### config.mk
export PLATFORM = sky130hd
export DESIGN_NAME = scroll_display_ctrl
export DESIGN_NICKNAME = d
export VERILOG_FILES = /design/src/rtl/scroll_display_ctrl_pkg.sv /design/src/rtl/scroll_display_ctrl_btn_debounce.sv /design/src/rtl/scroll_display_ctrl.sv
export SDC_FILE = /design/constraint.sdc
export NUM_CORES = 1
export LEC_CHECK = 0
export ABC_CLOCK_PERIOD_IN_PS = 1900
export BUFFER_PORTS_ARGS = -buffer_cell sky130_fd_sc_hd__buf_4
export CORE_UTILIZATION = 40
export DETAILED_ROUTE_END_ITERATION = 10
export PLACE_DENSITY = 0.59
export SLEW_MARGIN = 20
export SYNTH_ARGS = -nofsm -noshare
export SYNTH_HDL_FRONTEND = slang
export SYNTH_HIERARCHICAL = 1
export SYNTH_SLANG_ARGS = --single-unit
### constraint.sdc
create_clock -name clk -period 1.9 [get_ports clk]
set_clock_uncertainty 0.15 [all_clocks]
set_input_delay 0.19 -clock clk [delete_from_list [all_inputs] [get_ports clk]]
set_output_delay 0.19 -clock clk [all_outputs]
set_load 0.02 [all_outputs]
### src/rtl/scroll_display_ctrl_pkg.sv
// Shared types and width helpers for the scrolling display controller.
package scroll_display_ctrl_pkg;

  localparam int CHAR_W = 4;

  typedef enum logic {
    ST_BLANK = 1'b0,
    ST_SHOW  = 1'b1
  } scan_state_e;

  // Bits needed to hold 0..n-1, never narrower than one bit.
  function automatic int width_of(input int n);
    return (n > 1) ? $clog2(n) : 1;
  endfunction

endpackage

### src/rtl/scroll_display_ctrl_btn_debounce.sv
// Button front end: 2-FF synchroniser, consecutive-sample debounce, one pulse per accepted press.
module scroll_display_ctrl_btn_debounce
  import scroll_display_ctrl_pkg::*;
#(
  parameter int DEBOUNCE_CYC = 16
) (
  input  logic clk,
  input  logic reset,
  input  logic btn_i,
  output logic press_o
);

  localparam int             CW       = width_of(DEBOUNCE_CYC);
  localparam logic [CW-1:0]  CNT_LAST = CW'(DEBOUNCE_CYC - 1);

  logic          meta_q;
  logic          sync_q;
  logic          level_q;
  logic          press_q;
  logic [CW-1:0] cnt_q;

  // cnt_q counts consecutive samples that disagree with the accepted level.
  always_ff @(posedge clk) begin
    if (reset) begin
      meta_q  <= 1'b0;
      sync_q  <= 1'b0;
      level_q <= 1'b0;
      press_q <= 1'b0;
      cnt_q   <= '0;
    end else begin
      meta_q  <= btn_i;
      sync_q  <= meta_q;
      press_q <= 1'b0;
      if (sync_q == level_q) begin
        cnt_q <= '0;
      end else if (cnt_q == CNT_LAST) begin
        cnt_q   <= '0;
        level_q <= sync_q;
        press_q <= sync_q;
      end else begin
        cnt_q <= cnt_q + CW'(1);
      end
    end
  end

  assign press_o = press_q;

endmodule

### src/rtl/scroll_display_ctrl.sv
// Scrolling message display sequencer: button-driven scroll offset, digit scan with
// anti-ghost blanking, and optional automatic scrolling at a fixed frame rate.
module scroll_display_ctrl
  import scroll_display_ctrl_pkg::*;
#(
  parameter int  NUM_DIGITS   = 4,
  parameter int  MSG_LEN      = 8,
  parameter int  DEBOUNCE_CYC = 16,
  parameter int  SCAN_CYC     = 1000,
  parameter int  BLANK_CYC    = 50,
  parameter int  AUTO_FRAMES  = 64,
  localparam int AW           = width_of(MSG_LEN)
) (
  input  logic                  clk,
  input  logic                  reset,
  input  logic                  btn_left,
  input  logic                  btn_right,
  input  logic                  auto_en,
  input  logic [CHAR_W-1:0]     char_data,
  output logic [AW-1:0]         char_addr,
  output logic [CHAR_W-1:0]     char_out,
  output logic [NUM_DIGITS-1:0] an_n,
  output logic [AW-1:0]         offset,
  output logic                  frame_tick
);

  localparam int DW      = width_of(NUM_DIGITS);
  localparam int CW      = width_of((SCAN_CYC > BLANK_CYC) ? SCAN_CYC : BLANK_CYC);
  localparam int FW      = width_of(AUTO_FRAMES);
  localparam int SW      = AW + 1;

  localparam logic [DW-1:0]         DIGIT_LAST = DW'(NUM_DIGITS - 1);
  localparam logic [CW-1:0]         BLANK_LAST = CW'(BLANK_CYC - 1);
  localparam logic [CW-1:0]         SCAN_LAST  = CW'(SCAN_CYC - 1);
  localparam logic [FW-1:0]         FRAME_LAST = FW'(AUTO_FRAMES - 1);
  localparam logic [AW-1:0]         MSG_LAST   = AW'(MSG_LEN - 1);
  localparam logic [SW-1:0]         MSG_LEN_W  = SW'(MSG_LEN);
  localparam logic [NUM_DIGITS-1:0] AN_ONE     = NUM_DIGITS'(1);

  scan_state_e             state_q;
  logic [DW-1:0]           digit_q;
  logic [CW-1:0]           cnt_q;
  logic [FW-1:0]           frame_cnt_q;
  logic [NUM_DIGITS-1:0]   an_n_q;
  logic [CHAR_W-1:0]       char_out_q;
  logic                    frame_tick_q;
  logic [AW-1:0]           offset_q;
  logic [AW-1:0]           pending_q;
  logic [AW-1:0]           pending_d;

  logic                    press_left;
  logic                    press_right;
  logic                    frame_end;
  logic                    auto_step;
  logic [SW-1:0]           addr_sum;

  scroll_display_ctrl_btn_debounce #(.DEBOUNCE_CYC(DEBOUNCE_CYC)) u_deb_left (
    .clk     (clk),
    .reset   (reset),
    .btn_i   (btn_left),
    .press_o (press_left)
  );

  scroll_display_ctrl_btn_debounce #(.DEBOUNCE_CYC(DEBOUNCE_CYC)) u_deb_right (
    .clk     (clk),
    .reset   (reset),
    .btn_i   (btn_right),
    .press_o (press_right)
  );

  // One extra bit keeps offset+digit exact before the wrap, so any MSG_LEN works.
  assign addr_sum  = SW'(offset_q) + SW'(digit_q);
  assign char_addr = (addr_sum >= MSG_LEN_W) ? AW'(addr_sum - MSG_LEN_W) : addr_sum[AW-1:0];

  assign frame_end = (state_q == ST_SHOW) && (cnt_q == SCAN_LAST) && (digit_q == DIGIT_LAST);
  assign auto_step = auto_en && frame_end && (frame_cnt_q == FRAME_LAST);

  // A button pulse in the auto-step cycle suppresses that auto step.
  always_comb begin
    pending_d = pending_q;
    if (press_right && !press_left) begin
      pending_d = (pending_q == MSG_LAST) ? '0 : pending_q + AW'(1);
    end else if (press_left && !press_right) begin
      pending_d = (pending_q == '0) ? MSG_LAST : pending_q - AW'(1);
    end else if (!press_right && !press_left && auto_step) begin
      pending_d = (pending_q == MSG_LAST) ? '0 : pending_q + AW'(1);
    end
  end

  always_ff @(posedge clk) begin
    if (reset) begin
      state_q      <= ST_BLANK;
      digit_q      <= '0;
      cnt_q        <= '0;
      frame_cnt_q  <= '0;
      an_n_q       <= '1;
      char_out_q   <= '0;
      frame_tick_q <= 1'b0;
      offset_q     <= '0;
      pending_q    <= '0;
    end else begin
      frame_tick_q <= 1'b0;
      pending_q    <= pending_d;
      case (state_q)
        ST_BLANK: begin
          if (cnt_q == BLANK_LAST) begin
            cnt_q      <= '0;
            state_q    <= ST_SHOW;
            char_out_q <= char_data;
            an_n_q     <= ~(AN_ONE << digit_q);
          end else begin
            cnt_q <= cnt_q + CW'(1);
          end
        end
        ST_SHOW: begin
          if (cnt_q == SCAN_LAST) begin
            cnt_q   <= '0;
            state_q <= ST_BLANK;
            an_n_q  <= '1;
            if (digit_q == DIGIT_LAST) begin
              // Offset only moves here so a frame never mixes two offsets.
              digit_q      <= '0;
              offset_q     <= pending_q;
              frame_tick_q <= 1'b1;
              frame_cnt_q  <= (frame_cnt_q == FRAME_LAST) ? '0 : frame_cnt_q + FW'(1);
            end else begin
              digit_q <= digit_q + DW'(1);
            end
          end else begin
            cnt_q <= cnt_q + CW'(1);
          end
        end
        default: state_q <= ST_BLANK;
      endcase
    end
  end

  assign char_out   = char_out_q;
  assign an_n       = an_n_q;
  assign offset     = offset_q;
  assign frame_tick = frame_tick_q;

endmodule

==> flow_summary.toml, run 1 <==
[clocking]
h-tree-depth = 2
clockBufferDepth = 2
cts_root_buf = "clkbuf_8"
insertion_delay_ns = 0.29
clk_pin_slew_ns = 0.09
cts_buffers = 5
cts_tree = "done"
cts_sinks = 50

[sta]
slew_headroom_pct = 76.0
min_period_ns = 1.87
hold_viol = 0
finalSetupViolCount = 0
finalCritPeriodShare_pct = 98.3
rsz0062_at_grt = "yes"
max_freq_mhz = 535
slew_violations = 0
worst_slack_ns = 0.0320
worst_slew_pin_slew_ns = 0.355

[cells_and_area]
final_core_util_pct = 53.8
layout-drive-gt1-share_pct = 24.2
diodes = 0
fin_nets = 315
syn_to_final_growth_pct = 25.7

[yosys]
ys_types = 43
avgSynthCellArea_sq_um = 9.44
yosysWarnings = 6
synthArstFlopShare_pct = 0
synth_edf_count = 0
syn-cell-area_sq_mm = 0.00226
syn_nets = 266
syn_inst = 239
synthFlopType = "dfxtp_1"
ys_ff_latch = 50
yosysSeqAreaShare_pct = 44.3

[critical_path]
regToRegSetupSlack_ns = 0.05
cp.required_ns = 1.56
path_class = "reg -> out"
crit_path_start_kind = "flip-flop"
reg2regPathDepth = 6
r2r-start = "digit_q[0]"
end_kind = "output pin"
cp.arrival_ns = 1.53
r2r_end = "frame_cnt_q[2]"
cp_max_fo = 3

[drt]
dr_total_vias = 1765
ant_nets = 0
wirelength_mm = 4.20
first_pass_iters = 4
avgViaCountPerCell = 4.92
post_drt_wl_per_cell_um = 11.7
drc = 0
drt_iter0_markers = 98

[die]
ioPinCount = 24
coreArea_sq_mm = 0.00527
die_area_sq_mm = 0.00595
start_util_pct = 42.8
rows = 26
die_y_um = 77.1
fp.dieW_um = 77.1

[placement]
gp_congestion = 0.776
pre_cts_slack_ns = 0.0517
io_buffers = 23
dp_hpwl_mm = 3.03

[global_route]
grt_max_degree = 21
grt_overflow_total = 0
grt_pass1_wl_mm = 7.41
grt_pass1_vias = 1668
grt_antenna_before_repair = 0
grt_usage_pct = 15.6

[worst_hold_path]
hold_depth = 2
hold_end = "frame_cnt_q[2]"
min_path_type = "in -> reg"
hold_start = "reset"

[pwr]
p_leak_uw = 0.00115
power.density_mw_per_mm2 = 620
peakVddDrop_mv = 0.383

[run_status]
status = "complete, no violations"

[run]
maxCapViolations = 0
routing by layer:
metal,vias up,track usage [%],routed length (um)
met1,812,20.2,2090
met4,0,6.23,45
li1,913,-,-
met3,4,3.57,159
met5,-,0,0
met2,36,25.0,1900
cell usage in the layout (no fill, tap or decap), types with 2 or more instances in the layout:
cell	synthesis	final
and3b_2	2	2
buf_6	1	2
a2bb2oi_1	3	3
buf_4	0	38
nand3b_1	2	2
nor3_1	7	7
nor4_1	3	3
nand3_2	2	2
nor3b_1	2	2
nor2_1	33	33
or3_1	2	2
xnor2_1	7	7
nand2_1	19	18
mux2_2	3	3
xor2_1	10	10
mux2i_1	7	7
ha_1	17	14
inv_1	14	13
nor2b_1	5	5
dfxtp_2	0	4
dlygate4sd3_1	0	6
dfxtp_1	50	46
o21ai_0	5	5
ha_4	0	3
clkbuf_8	0	6
a21oi_1	10	9
nand3_1	11	11
nor4b_1	3	3
nand4_1	2	2
how the worst max path moves through the flow:
stage	from	end	cells after the start
2_1_floorplan	digit_q[0]	frame_cnt_q[4]	6
3_3_place_gp	cnt_q[0]	frame_cnt_q[4]	5
3_5_place_dp	cnt_q[0]	frame_cnt_q[4]	5
4_1_cts	digit_q[0]	frame_cnt_q[4]	6
5_1_grt	digit_q[0]	char_addr[2]	5
6_report	digit_q[0]	char_addr[1]	4
stage by stage:
stage	hold WS (ns)	instances	total power (uW)	TNS [ns]	instance area, sq um
CTS	0.0326	357	1790	0	2810
detailed placement	0.258	342	1150	0	2630
global placement	0.251	342	1150	0	2630
finish	0.0267	359	1760	0	2840
global route	0.0438	359	1840	-0.0369	2840
floorplan	0.112	239	1120	0	2290
sequential cells by signal, indices dropped and copies added (netlist names), 2 cells and up:
| register | cells |
|---|---|
| pending_q | 3 |
| offset | 3 |
| u_deb_left/cnt_q | 4 |
| frame_cnt_q | 6 |
| digit_q | 2 |
| char_out | 4 |
| an_n | 4 |
| cnt_q | 10 |
| u_deb_right/cnt_q | 4 |
Yosys cell counts (3+ instances only):
cell / count / area (sq um)
nor4b_1: 3 / 26.3
mux2_2: 3 / 33.8
nand3_1: 11 / 55.1
nor2b_1: 5 / 31.3
inv_1: 14 / 52.6
dfxtp_1: 50 / 1000
a2bb2oi_1: 3 / 26.3
a21oi_1: 10 / 50.1
nand2_1: 19 / 71.3
mux2i_1: 7 / 70.1
nor3_1: 7 / 35.0
o21ai_0: 5 / 25.0
nor2_1: 33 / 124
xor2_1: 10 / 87.6
xnor2_1: 7 / 61.3
nor4_1: 3 / 18.8
ha_1: 17 / 213
what timing repair did:
item	in CTS	in global routing
setup endpoints to repair	2	5
hold endpoints to repair	6	0
gates resized for setup	5	3
buffers inserted	1	2
pin swaps	1	4
hold buffers	6	0
cells by family after synthesis:
family,Yosys count,synth area share (%)
xor+xnor,17,6.60
compound gates,24,6.60
simple gates,102,24.2
fa+ha+maj,18,10.3
buf+inv,18,3.38
mux,10,4.60
flops,50,44.3
power breakdown:
group	internal [uW]	switching, uW	leakage [uW]
combinational	38.5	31.3	0.000695
clock	294	326	0.0000482
sequential	1060	10.3	0.000406
total	1390	368	0.00115
area by class of cell:
| type | instances | area [sq um] |
|---|---|---|
| tap | 70 | 87.6 |
| multi-input combinational | 171 | 1230 |
| timing repair buffer | 46 | 368 |
| sequential | 50 | 1010 |
| inverter | 14 | 52.6 |
| clock buffer | 7 | 86.3 |
| clock inverter | 1 | 5.00 |
| fill | 501 | 2430 |
critical path, cell delays in order (launching register included):
cell and delay (ns):
dfxtp_2 0.33, buf_6 0.12, ha_4 0.15, fa_2 0.52, buf_6 0.11
No activity file was read; power rests on OpenSTA's default activity.
==> run 2, diff against run 1 <==
ABC_CLOCK_PERIOD_IN_PS = 2400   (was 1900)
CAP_MARGIN = 20   (was unset)
PLACE_DENSITY = 0.57   (was 0.59)
RECOVER_POWER = 100   (was unset)
clock period = 2.4 ns   (was 1.9 ns; I/O delays follow)
==> run 2 against run 1 <==
Effect of this change:
- final area shrank 9.8%
- first-iteration DRC count shrank 7.1%
- sequential share of layout area grew 3.7 points
- sequential power shrank 21%
- flip-flop and latch count is the same
- largest power group unchanged
==> flow_summary.toml, run 2 (synthesis results as in run 1) <==
[run_status]
status = "complete, no violations"

[sta]
finalCritPeriodShare_pct = 85.7
rsz0062_at_grt = "no"
finalSetupViolCount = 0
worst_slew_pin_slew_ns = 0.523
max_freq_mhz = 486
slew_headroom_pct = 65.1
min_period_ns = 2.06
whs_ns = 0.0191
setup-tns-final_ns = 0
slew_violations = 0
hold_viol = 0

[pwr]
p_switching_uw = 296
intPower_uw = 1170
peakVddDrop_mv = 0.376
power_frac_comb_pct = 3.0
switching_share_pct = 20.2
pwr-share-clk_pct = 39.4
power.density_mw_per_mm2 = 573
seqPwrFrac_pct = 57.6
p_leak_uw = 0.000999

[critical_path]
cp.arrival_ns = 2.15
crit_path_start_kind = "flip-flop"
path_class = "reg -> reg"
worst-path-buf-inv = 1
end_kind = "flip-flop"
slowest_stage = "dfxtp_1"
cp.required_ns = 2.49
critPathMaxStageDelay_ns = 0.39
path_cells = "ha_1 > nand2_1 > nor4_1 > clkbuf_1 > mux2_2 > nor2_1"
crit_family = "simple AND/OR/NAND/NOR gates"
cp_max_fo = 8

[clocking]
insertion_delay_ns = 0.30
clockBufferDepth = 2
cts_sinks = 50
cts_tree = "done"
clk_pin_slew_ns = 0.09
cts_root_buf = "clkbuf_8"
h-tree-depth = 2
cts_buffers = 5
cts_setup_buffers = 0

[drt]
ant_nets = 0
first_pass_iters = 4
wirelength_mm = 3.93
avgViaCountPerCell = 4.84
dr_total_vias = 1644
drc = 0
drt_iter0_markers = 91
post_drt_wl_per_cell_um = 11.5

[cells_and_area]
fillers = 529
final_core_util_pct = 48.6
fin_nets = 296
layout-drive-gt1-share_pct = 8.52
finalNonFillerCells = 340
top_register = "cnt_q"
largest_reg_flops = 10
multi_input_area_sq_mm = 0.00116
reg_top3 = "cnt_q (10), frame_cnt_q (6)"
syn_to_final_growth_pct = 13.4
regArea_sq_mm = 0.00100
diodes = 0
layout_commonest_cell = "dfxtp_1"
final_cell_mix = "50 x dfxtp_1, 33 x nor2_1, 19 x nand2_1"

[placement]
io_buffers = 23
post-place-cells = 330
dp_hpwl_mm = 2.78
gp_congestion = 0.754

[die]
coreArea_sq_mm = 0.00527
rows = 26
ioPinCount = 24
die_y_um = 77.1
fp.dieW_um = 77.1
start_util_pct = 42.8
die_area_sq_mm = 0.00595

[global_route]
grt_pass1_wl_mm = 6.89
grt_pass1_vias = 1546
grt_usage_pct = 14.5
grt_antenna_before_repair = 0
grt_overflow_total = 0
grt_max_degree = 37

[run]
maxCapViolations = 0

[worst_hold_path]
min_path_type = "in -> reg"
## run 2: layout make-up
class / count / share of cell area, %
well taps: 70 / 3.42
clock inverters: 2 / 1.47
flip-flops and latches: 50 / 39.1
inverters: 14 / 2.05
multi-input cells: 171 / 45.5
clock buffers: 6 / 2.84
repair buffers: 27 / 5.62
## run 2: path summary, 6_finish.rpt
| path | end | slack (ns) | startpoint | depth (start not counted) |
|---|---|---|---|---|
| worst min-delay path | char_out[1] | 0.02 | char_data[1] | 3 |
| worst max-delay path | frame_cnt_q[0] | 0.34 | cnt_q[0] | 6 |
| worst max register to register | frame_cnt_q[0] | 0.34 | cnt_q[0] | 6 |
| worst min register to register | u_deb_right/sync_q | 0.30 | u_deb_right/meta_q | 1 |
## run 2: worst min-delay path, delay by kind of cell
family | cells | cell delay [ns]
muxes | 1 | 0.05
and+or+nand+nor | 1 | 0.07
buffers and inverters | 1 | 0.08
## run 2: power groups by stage
stage	clock network (uW)	registers, uW	logic, uW
after floorplan	0	862	24.8
after global placement	0	863	43.5
after detailed placement	0	863	42.8
after CTS	605	844	45.6
after global routing	638	846	50.3
final	577	844	44.6
## run 2: metrics by stage
stage | instance area, sq um | power [uW] | setup WS (ns)
global route | 2560 | 1530 | 0.194
finish | 2560 | 1470 | 0.344
CTS | 2640 | 1490 | 0.318
detailed placement | 2510 | 906 | 0.334
floorplan | 2260 | 887 | 0.409
global placement | 2510 | 907 | 0.385
## run 2: repair_timing
item,in CTS,in global routing
hold buffers,2,0
hold endpoints to repair,2,0
gates resized for setup,0,0
## run 2: layer usage
layer | vias to the layer above | track usage [%] | part of all wire, %
li1 | 873 | - | -
met1 | 737 | 18.9 | 52
met2 | 27 | 22.7 | 42
met3 | 7 | 3.69 | 4.1
met4 | 0 | 5.66 | 1.6
met5 | - | 0 | 0
